===== config.mk =====
export PLATFORM = sky130hd
export DESIGN_NAME = fetch_queue
export DESIGN_NICKNAME = d
export VERILOG_FILES = /design/src/rtl/fetch_queue.sv
export SDC_FILE = /design/constraint.sdc
export NUM_CORES = 1
export LEC_CHECK = 0
export CELL_PAD_IN_SITES_DETAIL_PLACEMENT = 0
export CELL_PAD_IN_SITES_GLOBAL_PLACEMENT = 1
export CORE_UTILIZATION = 47
export CTS_CLUSTER_DIAMETER = 120
export DETAILED_ROUTE_END_ITERATION = 16
export GPL_TIMING_DRIVEN = 0
export PLACE_DENSITY_LB_ADDON = 0.1
export SLEW_MARGIN = 5
export SYNTH_ARGS = -nofsm -noshare
export SYNTH_HDL_FRONTEND = slang
export SYNTH_SLANG_ARGS = --single-unit

===== constraint.sdc =====
create_clock -name clk -period 5.2 [get_ports clk]
set_clock_uncertainty 0.15 [all_clocks]
set_input_delay 1.56 -clock clk [delete_from_list [all_inputs] [get_ports clk]]
set_output_delay 1.56 -clock clk [all_outputs]
set_load 0.05 [all_outputs]

===== src/rtl/fetch_queue.sv =====
// Instruction fetch queue between fetch and decode: DEPTH-entry circular buffer of {instr, pc, pc_plus4}.
// Optional FETCHQ_BYPASS_EN adds a combinational fetch-to-decode path while the queue is empty.
module fetch_queue #(
    parameter int DEPTH = 4
) (
    input  logic                     clk,
    input  logic                     reset,
    input  logic                     if_valid,
    input  logic [31:0]              if_instr,
    input  logic [15:0]              if_pc,
    input  logic [15:0]              if_pc_plus4,
    input  logic                     pc_src,
    output logic                     pc_write_zero,
    output logic                     id_valid,
    input  logic                     id_ready,
    output logic [31:0]              id_instr,
    output logic [15:0]              id_pc,
    output logic [15:0]              id_pc_plus4,
    output logic [$clog2(DEPTH):0]   count,
    output logic                     overflow_err
);

    localparam int PW = $clog2(DEPTH);
    localparam int CW = PW + 1;

    logic [63:0]   mem_q [DEPTH];
    logic [PW-1:0] rd_ptr_q, rd_ptr_d;
    logic [PW-1:0] wr_ptr_q, wr_ptr_d;
    logic [CW-1:0] count_q, count_d;
    logic          overflow_q;

    logic          mem_valid;
    logic          byp_hit;
    logic          full;
    logic          pop;
    logic          pop_mem;
    logic          push;
    logic          ovf_hit;
    logic [63:0]   head;

    // Decode handshake: an entry transfers on any cycle where id_valid && id_ready;
    // id_valid never depends on id_ready and the head holds steady until it transfers.
    always_comb begin
        head      = mem_q[rd_ptr_q];
        mem_valid = (count_q != '0);
        byp_hit   = 1'b0;
`ifdef FETCHQ_BYPASS_EN
        byp_hit   = !mem_valid && if_valid && !pc_src;
`endif
        id_valid  = mem_valid || byp_hit;
        if (byp_hit) begin
            {id_instr, id_pc, id_pc_plus4} = {if_instr, if_pc, if_pc_plus4};
        end else begin
            {id_instr, id_pc, id_pc_plus4} = head;
        end

        pop     = id_valid && id_ready;
        pop_mem = mem_valid && id_ready;
        full    = (count_q == CW'(DEPTH));
        // A bypassed triple accepted by decode is never written.
        push    = if_valid && !pc_src && (!full || pop) && !(byp_hit && id_ready);
        ovf_hit = if_valid && !pc_src && full && !pop;

        if (pc_src) begin
            count_d  = '0;
            rd_ptr_d = wr_ptr_q;
            wr_ptr_d = wr_ptr_q;
        end else begin
            rd_ptr_d = rd_ptr_q + PW'(pop_mem);
            wr_ptr_d = wr_ptr_q + PW'(push);
            count_d  = count_q + CW'(push) - CW'(pop_mem);
        end
    end

    always_ff @(posedge clk) begin
        if (reset) begin
            rd_ptr_q   <= '0;
            wr_ptr_q   <= '0;
            count_q    <= '0;
            overflow_q <= 1'b0;
            for (int i = 0; i < DEPTH; i++) begin
                mem_q[i] <= '0;
            end
        end else begin
            rd_ptr_q   <= rd_ptr_d;
            wr_ptr_q   <= wr_ptr_d;
            count_q    <= count_d;
            overflow_q <= overflow_q | ovf_hit;
            if (push) begin
                mem_q[wr_ptr_q] <= {if_instr, if_pc, if_pc_plus4};
            end
        end
    end

    // One-entry margin covers the triple already in flight from instruction memory.
    assign pc_write_zero = (count_q >= CW'(DEPTH - 1));
    assign count         = count_q;
    assign overflow_err  = overflow_q;

endmodule


---- Yosys cells after proc, flatten, opt, wreduce, memory -nomap -nowiden ----
Memories as Yosys holds them, arrays and structs flattened. A register that Yosys moved wholly into a read port is not among the register bits.
Cells that the tools add are included.
cells by class
  shift operators ......................... 0
  bitwise logic cells ..................... 1
  order comparisons ....................... 1
  equality and inequality tests ........... 1
  divide/modulo/power cells ............... 0
  reductions and logical operators ........ 12
  multipliers ............................. 0
  add/subtract/negate cells ............... 4
  multiplexer cells ....................... 10
operators with widths
  operator                                                           count
  two-way mux 64 bit                                                 1
  OR reduction 64 bit                                                1
  two-way mux 1 bit                                                  6
  two-way mux 2 bit                                                  3
  logical AND 1 bit                                                  5
  adder 2 x 1 -> 2 bit                                               2
  adder 3 x 1 -> 3 bit                                               1
  equality test 3 bit, second input constant                         1
  greater-or-equal comparator 3 x 2 -> 1 bit, second input constant  1
  logical NOT 1 bit                                                  3
  nonzero test 3 bit                                                 1
  subtractor 3 x 1 -> 3 bit                                          1
  OR reduction 2 bit                                                 1
  logical OR 1 bit                                                   1
  OR 1 bit                                                           1
word-level totals
  bits in latches ......................... 0
  memories ................................ 1
  input bits .............................. 69
  memory bits (read-only) ................. 0
  bits in registers ....................... 8
  RAM bits ................................ 256
memory list
  memory  words  bits a word  read ports  clocked after Yosys merged registers in  write ports  line  text
  mem_q   4      64           1           1                                        4            26    logic [63:0] mem_q [DEPTH];

---- Longest topological paths before layout ----
Gate-level depths: netlist of run 1.
  word-level depth ........................ 9
  mapped depth ............................ 11
  depth with buffers taken out ............ 9

---- Worst setup path before layout of run 1 ----
No wires, ideal clock.
  path kind ............................... in2reg
  start point ............................. input port reset
  end point ............................... memory mem_q[1][0] (enable)
  arrival time ............................ 3,666 ps
  setup slack ............................. 952 ps
  path buffers ............................ 2
  cell stages on the path ................. 3
  data required time ...................... 4,618 ps
  path through ............................ clkbuf_1 clkbuf_1 nand2b_1
RTL lines
  item             line  text
  start, declared  7     input logic reset,
  end, declared    26

==> results of run 1 <==
==> worst max-delay path: cells and delay by family (launching register included) <==
family	cells	cell delay [ps]
buffers and inverters	3	1430
muxes	1	590
DFF	1	320
==> cell usage after synthesis, drive strengths merged (2+ instances only) <==
cell and count:
ha 5, xor2 2, edfxtp 256, dfxtp 8, mux4 64, clkbuf 14, inv 4, buf 37
a21oi 3, nor2 260, nand4b 2, nor3 2, nand2b 69, nor2b 2, nand2 3
==> through the flow <==
step | cells | area, um^2
2_1_floorplan | 742 | 11300
3_3_place_gp | 1197 | 13100
3_5_place_dp | 1201 | 13200
4_1_cts | 1252 | 14100
5_1_grt | 1253 | 14100
6_report | 1253 | 14100
==> how the worst min path moves through the flow <==
stage	startpoint	endpoint	slack (ps)	cells past startpoint
4_1_cts	overflow_err	overflow_err	330	2
6_report	overflow_err	overflow_err	330	2
3_5_place_dp	overflow_err	overflow_err	310	2
3_3_place_gp	overflow_err	overflow_err	310	2
5_1_grt	overflow_err	overflow_err	380	2
2_1_floorplan	wr_ptr_q[0]	rd_ptr_q[0]	360	2
==> cell type report <==
class	count	area (um^2)	share of cell area (%)
Timing Repair Buffer	140	1470	10.4
Buffer	51	375	2.65
Inverter	4	15.0	0.106
Tap cell	319	399	2.82
Clock buffer	31	733	5.18
Sequential cell	264	7850	55.5
Multi-Input combinational cell	423	3130	22.1
Clock inverter	20	170	1.20
Antenna cell	1	2.50	0.0177
==> routing by layer <==
metal / global-route usage, % / vias up / part of all wire (%) / wire, um
li1: - / 3036 / - / -
met1: 28.8 / 3375 / 41 / 10300
met2: 36.6 / 205 / 52 / 13200
met3: 3.03 / 34 / 6.0 / 1530
met4: 4.99 / 0 / 1.9 / 474
met5: 0 / - / 0 / 0
==> logic make-up (layout without fill, tap and decap cells) <==
logic type | after synthesis | in the layout | share of synthesized area (%)
AO/OA/AOI/OAI | 5 | 5 | 0.254
XOR/XNOR | 3 | 3 | 0.232
adder cells (fa/ha/maj) | 6 | 6 | 0.729
buffers and inverters | 55 | 246 | 3.44
flip-flops | 264 | 264 | 69.2
multiplexers | 65 | 65 | 12.8
other | 0 | 1 | 0
AND/OR/NAND/NOR | 344 | 344 | 13.3
==> flip-flops by register name (all words and copies together), names as in the netlist <==
signal and count:
wr_ptr_q 2, rd_ptr_q 2, overflow_err 1, count 3
mem_q 256
==> power by group <==
part / switching (uW) / internal [uW] / leakage, uW
Combinational: 386 / 242 / 0.00180
Clock: 791 / 1160 / 0.000451
Sequential: 26.8 / 2440 / 0.00272
Total: 1200 / 3840 / 0.00497
==> flow_summary.toml, run 1 <==
[timing]
slew_headroom_pct = 52.2
worst_pin_slew_ps = 718
setup_ws_ps = 611
timing.hold.ws_ps = 332
drv_slew = 0
layout_min_cycle_time_ps = 4590
rsz0062_at_grt = "false"
finalCritPeriodShare_pct = 88.3
fmax_mhz = 218
tns_ps = 0
hold_viol_final = 0
finalSetupViolations = 0

[synth]
synthTopCellsByArea = "edfxtp_1, mux4_2, nor2_1"
synthCells = 742
async_flop_share_pct = 0
synth.top_cell.area_share_pct = 67.8
syn_avg_cell_area_um2 = 15.3
synth_edf_count = 256
yosysTopAreaCell = "edfxtp_1"
yosysUniqueCellTypes = 29
synth-warning-count = 0
ys_seq_area_share_pct = 69.2
synthFlopType = "edfxtp_1"
syn_nets = 817
netlist_area_um2 = 11300
ys_ff_latch = 264

[place]
io_buffers = 136
hpwlAfterDp_mm = 15.4
gp_congestion = 0.737
dp_slack_ps = 821

[worst_setup_path]
cp_slowest_stage_delay_ps = 720
r2r-start = "count[1]"
crit_path_frequent_cell = "buf_2"
worstSetupPathType = "reg2out"
path_max_fanout = 10
slowest_stage = "clkdlybuf4s50_1"
startpoint_type = "flip-flop"
path_cells = "buf_2 > buf_2 > mux4_2 > clkdlybuf4s50_1"
reg2regPathDepth = 10
r2r_setup_slack_ps = 2400
endpoint_kind = "primary output"
startpoint = "rd_ptr_q[0]"
critPathCapture = "id_instr[14]"
required_ps = 3490
arrival_ps = 2880
r2r_end = "count[2]"

[pwr]
p_leak_uw = 0.00497
power_density_nw_per_um2 = 357
total_power_uw = 5040
ir_worst_vdd_mv = 0.240

[global_routing]
grt.overflow.total = 0
antenna_found_initial = 1
grt_use_total_pct = 21.3
grt_pass1_wl_mm = 39.0
grt_pass1_vias = 7077
grt_max_degree = 48

[cells_and_area]
fillCellCount = 1888
layout-drive-gt1-share_pct = 16.3
final_cell_mix = "nor2_1, edfxtp_1, clkdlybuf4s50_1"
layout_commonest_cell = "nor2_1"
syn_to_final_growth_pct = 24.8
post-route-util_pct = 60.1
nets = 987

[cts]
clkTransAtPathRegs_ps = 60
h-tree-depth = 1
clock_latency_ps = 530
cts_buffers = 28
ctsResizeCount = 0
hold_buffers = 0
cts_tree = "yes"
cts_sinks = 264
root_buffer = "clkbuf_16"
post_cts_buffers = 0
clk_path_buf_depth = 3

[floorplan]
io-pin-count = 139
die_area_um2 = 24700
num_rows = 56
design.core.area_um2 = 23500
start_util_pct = 48.1
die_w_um = 157
die_h_um = 157

[detailed_routing]
wl_per_cell_um = 20.4
firstDrtPassIters = 5
vias = 6650
drcViolationCount = 0
postRouteAntennaNets = 0
routed_wl_mm = 25.5
viasPerCell = 5.31
drt_first_iter_violations = 461

[worst_hold_path]
hold_class = "reg2reg"

[status]
status = "finished, final reports clean"

[run]
maxCapViolations = 0
(Power assumes the default switching activity.)
==> inputs of run 2 (changes only) <==
--- a/config.mk
+++ b/config.mk
@@ -7,6 +7,7 @@
 export LEC_CHECK = 0
 export CELL_PAD_IN_SITES_DETAIL_PLACEMENT = 0
 export CELL_PAD_IN_SITES_GLOBAL_PLACEMENT = 1
+export CORE_MARGIN = 2
 export CORE_UTILIZATION = 47
 export CTS_CLUSTER_DIAMETER = 120
 export DETAILED_ROUTE_END_ITERATION = 16
==> flow_summary.toml, run 2 (same netlist as run 1, synthesis figures left out) <==
[status]
status = "finished, final reports clean"

[worst_setup_path]
required_ps = 3490
critical_path_depth = 4
startpoint_type = "flip-flop"
arrival_ps = 2900
r2r-start = "count[1]"
worstSetupPathType = "reg2out"
r2r_setup_slack_ps = 2380
endpoint_kind = "primary output"
slowest_stage = "clkdlybuf4s50_1"
r2r_end = "count[2]"
path_max_fanout = 10
path_cells = "buf_2 > clkbuf_1 > mux4_2 > clkdlybuf4s50_1"
reg2regPathDepth = 10
critPathBufInv = 3
cp_slowest_stage_delay_ps = 810
crit_family = "buffers and inverters"

[floorplan]
die_h_um = 159
die_area_um2 = 25400
start_util_pct = 48.1
die_w_um = 159
io-pin-count = 139
design.core.area_um2 = 23500
num_rows = 56

[detailed_routing]
firstDrtPassIters = 4
viasPerCell = 5.34
vias = 6667
postRouteAntennaNets = 0
drt_first_iter_violations = 347
drcViolationCount = 0
wl_per_cell_um = 20.1
routed_wl_mm = 25.1

[pwr]
clkPwrFrac_pct = 37.7
p_switching_uw = 1180
intPower_uw = 3780
p_leak_uw = 0.00494
ir_worst_vdd_mv = 0.347
total_power_uw = 4970
power_density_nw_per_um2 = 352
seqPwrFrac_pct = 49.6
swShare_pct = 23.8
comb_power_share_pct = 12.6

[place]
io_buffers = 136
dp_slack_ps = 808
dp.cells = 1201
hpwlAfterDp_mm = 15.1
gp_congestion = 0.721

[run]
maxCapViolations = 0

[cts]
post_cts_buffers = 0
cts_tree = "yes"
hold_buffers = 0
cts_sinks = 264
root_buffer = "clkbuf_16"
cts_buffers = 28
clock_latency_ps = 530
ctsResizeCount = 0
clk_path_buf_depth = 3
clkTransAtPathRegs_ps = 60
h-tree-depth = 1

[global_routing]
grt.overflow.total = 0
grt_pass1_vias = 7047
grt_use_total_pct = 19.9
grt_pass1_wl_mm = 38.7
grt_max_degree = 48
antenna_found_initial = 0

[cells_and_area]
regMostFlops = "mem_q"
largest_reg_flops = 256
layout-drive-gt1-share_pct = 16.0
n_antenna_cell = 0
final_cell_mix = "nor2_1, edfxtp_1, clkdlybuf4s50_1"
syn_to_final_growth_pct = 24.3
fin_cells = 1249
nets = 987
layout_commonest_cell = "nor2_1"
fillCellCount = 1902

[timing]
tns_ps = 0
rsz0062_at_grt = "false"
slew_headroom_pct = 51.2
layout_min_cycle_time_ps = 4610
finalCritPeriodShare_pct = 88.6
worst_pin_slew_ps = 732
drv_slew = 0
fmax_mhz = 217
hold_viol_final = 0
setup_ws_ps = 591
finalSetupViolations = 0

[worst_hold_path]
worstHoldStart = "overflow_err"
whs_path_depth = 2
hold_class = "reg2reg"
hold_end = "overflow_err"
run 2: changes by cell type in the layout (fill, tap and decap cells not counted), sizes merged:
cell / previous run / this run
clkinvlp: 1 / 0
clkbuf: 45 / 46
clkinv: 16 / 14
diode: 1 / 0
bufinv: 3 / 2
run 2: stage by stage:
stage / hold WS [ps] / util [%] / cell area [um^2]
6_report: 342 / 59.8 / 14100
3_5_place_dp: 311 / 56.2 / 13200
4_1_cts: 339 / 59.8 / 14100
5_1_grt: 400 / 59.8 / 14100
2_1_floorplan: 363 / - / 11300
3_3_place_gp: 317 / 55.6 / 13100
run 2: worst min-delay path, stage by stage, from the launching register on:
cell	delay [ps]
dfxtp_1	340
a21oi_1	50
nor2_1	70
run 2: final cells by class:
type	count	area, um^2	share of cell area [%]
Buffer	51	375	2.66
Clock buffer	32	737	5.23
Clock inverter	16	124	0.879
Inverter	4	15.0	0.107
Multi-Input combinational cell	423	3130	22.2
Sequential cell	264	7850	55.7
Tap cell	319	399	2.83
Timing Repair Buffer	140	1460	10.4
run 2: metal layers:
metal | wire length (um) | global-route usage, % | vias up | share of wire, %
li1 | - | - | 3027 | -
met1 | 10400 | 26.5 | 3400 | 42
met2 | 12800 | 34.6 | 204 | 51
met3 | 1410 | 3.05 | 36 | 5.6
met4 | 429 | 5.04 | 0 | 1.7
met5 | 0 | 0 | - | 0
run 2: how the worst max path moves through the flow:
stage	start	endpoint	slack [ps]
global route	rd_ptr_q[0]	id_instr[18]	410
finish	rd_ptr_q[1]	id_pc[0]	590
floorplan	reset	mem_q[1][0]	950
CTS	rd_ptr_q[0]	id_instr[15]	500
detailed placement	id_ready	count[2]	810
global placement	reset	mem_q[1][37]	-920
run 2: power by group through the flow:
stage	sequential, uW	clock, uW	combinational [uW]
after global routing	2470	1990	664
after CTS	2470	1910	637
after detailed placement	2510	0	634
after global placement	2520	0	619
final	2470	1870	627
after floorplan	2510	0	395
==> inputs of run 3 (changes only) <==
--- a/config.mk
+++ b/config.mk
@@ -12,6 +12,7 @@
 export CTS_CLUSTER_DIAMETER = 120
 export DETAILED_ROUTE_END_ITERATION = 16
 export GPL_TIMING_DRIVEN = 0
+export MAX_ROUTING_LAYER = met4
 export PLACE_DENSITY_LB_ADDON = 0.1
 export SLEW_MARGIN = 5
 export SYNTH_ARGS = -nofsm -noshare
==> flow_summary.toml, run 3 (same netlist as run 1, synthesis figures left out) <==
[status]
status = "finished, final reports clean"

[cells_and_area]
layout-drive-gt1-share_pct = 16.0
syn_to_final_growth_pct = 24.3
layout_commonest_cell = "nor2_1"
n_antenna_cell = 0
final_cell_mix = "nor2_1, edfxtp_1, clkdlybuf4s50_1"
postLayoutCellArea_um2 = 14100
nets = 987
post-route-util_pct = 59.8
regMostFlops = "mem_q"
largest_reg_flops = 256

[cts]
cts_sinks = 264
root_buffer = "clkbuf_16"
clk_path_buf_depth = 3
h-tree-depth = 1
ctsResizeCount = 0
post_cts_buffers = 0
cts_tree = "yes"
hold_buffers = 0
clkTransAtPathRegs_ps = 60
clock_latency_ps = 530
cts_buffers = 28

[pwr]
clkPwrFrac_pct = 37.7
p_leak_uw = 0.00494
power_density_nw_per_um2 = 353
comb_power_share_pct = 12.6
swShare_pct = 23.8
ir_worst_vdd_mv = 0.347
intPower_uw = 3780
seqPwrFrac_pct = 49.6
p_switching_uw = 1180

[run]
maxCapViolations = 0

[timing]
finalCritPeriodShare_pct = 88.7
slew_headroom_pct = 50.9
drv_slew = 0
fmax_mhz = 217
layout_min_cycle_time_ps = 4610
rsz0062_at_grt = "false"
worst_pin_slew_ps = 736
finalSetupViolations = 0
hold_viol_final = 0

[detailed_routing]
dr_wl_met3_mm = 1.46
postRouteAntennaNets = 0
drt-met1-wl_mm = 10.3
drcViolationCount = 0
route.top_layer_used = "met4"
wl_per_cell_um = 20.0
vias = 6676
viasPerCell = 5.35
firstDrtPassIters = 4
drt_first_iter_violations = 351
met2_length_mm = 12.8
routed_wl_mm = 25.0

[worst_setup_path]
crit_family = "buffers and inverters"
arrival_ps = 2900
startpoint_type = "flip-flop"
critPathBufInv = 3
required_ps = 3490
endpoint_kind = "primary output"
slowest_stage = "clkdlybuf4s50_1"
path_cells = "buf_2 > clkbuf_1 > mux4_2 > clkdlybuf4s50_1"
path_max_fanout = 10
cp_slowest_stage_delay_ps = 810
worstSetupPathType = "reg2out"

[place]
placed_area_um2 = 13200
io_buffers = 136
gp_congestion = 0.729
hpwlAfterDp_mm = 15.1

[global_routing]
antenna_found_initial = 0
grt_pass1_wl_mm = 38.7
grt_pass1_vias = 7047
grt.overflow.total = 0
grt_use_total_pct = 20.5
grt_max_degree = 48

[floorplan]
num_rows = 56
io-pin-count = 139
die_w_um = 159
start_util_pct = 48.1
design.core.area_um2 = 23500
die_area_um2 = 25400
die_h_um = 159

[worst_hold_path]
hold_class = "reg2reg"
## run 3: cell counts in the layout (fill, tap and decap cells not counted)
No cell type changed its count.
## run 3: layout make-up
class,instances,area [um^2]
Clock inverter,16,124
Multi-Input combinational cell,423,3130
Buffer,51,375
Timing Repair Buffer,140,1460
Sequential cell,264,7850
Fill cell,1902,9450
Clock buffer,32,737
Tap cell,319,399
Inverter,4,15.0
## run 3: path summary, 6_finish.rpt
kind	start	to	slack (ps)	depth (start not counted)
worst max-delay path	rd_ptr_q[1]	id_pc[0]	590	4
worst min-delay path	overflow_err	overflow_err	330	2
worst max register to register	count[1]	count[2]	2370	10
worst min register to register	overflow_err	overflow_err	330	2
## run 3: power groups by stage
stage / Sequential [uW] / Clock [uW] / Combinational (uW)
5_1_grt: 2470 / 1990 / 664
2_1_floorplan: 2510 / 0 / 395
6_report: 2470 / 1870 / 627
3_3_place_gp: 2520 / 0 / 619
3_5_place_dp: 2510 / 0 / 634
4_1_cts: 2470 / 1910 / 637
## run 3: per-stage QoR
step	hold WS, ps	TNS, ps	worst slack (ps)	std cells	power [uW]
final	334	0	586	1249	4970
after global routing	400	0	414	1249	5130
after CTS	339	0	500	1249	5010
after detailed placement	311	0	808	1201	3150
after global placement	317	-173800	-923	1197	3130
after floorplan	363	0	952	742	2910
## run 3: tightest hold or removal path, stage by stage (launching register included)
cell and delay (ps):
dfxtp_1 340, a21oi_1 40, nor2_1 70
## run 3: metal layers
| metal | global-route usage, % | vias to the layer above |
|---|---|---|
| met5 | - | - |
| met2 | 34.6 | 224 |
| met4 | 5.04 | 0 |
| li1 | - | 3029 |
| met3 | 2.89 | 41 |
| met1 | 26.6 | 3382 |
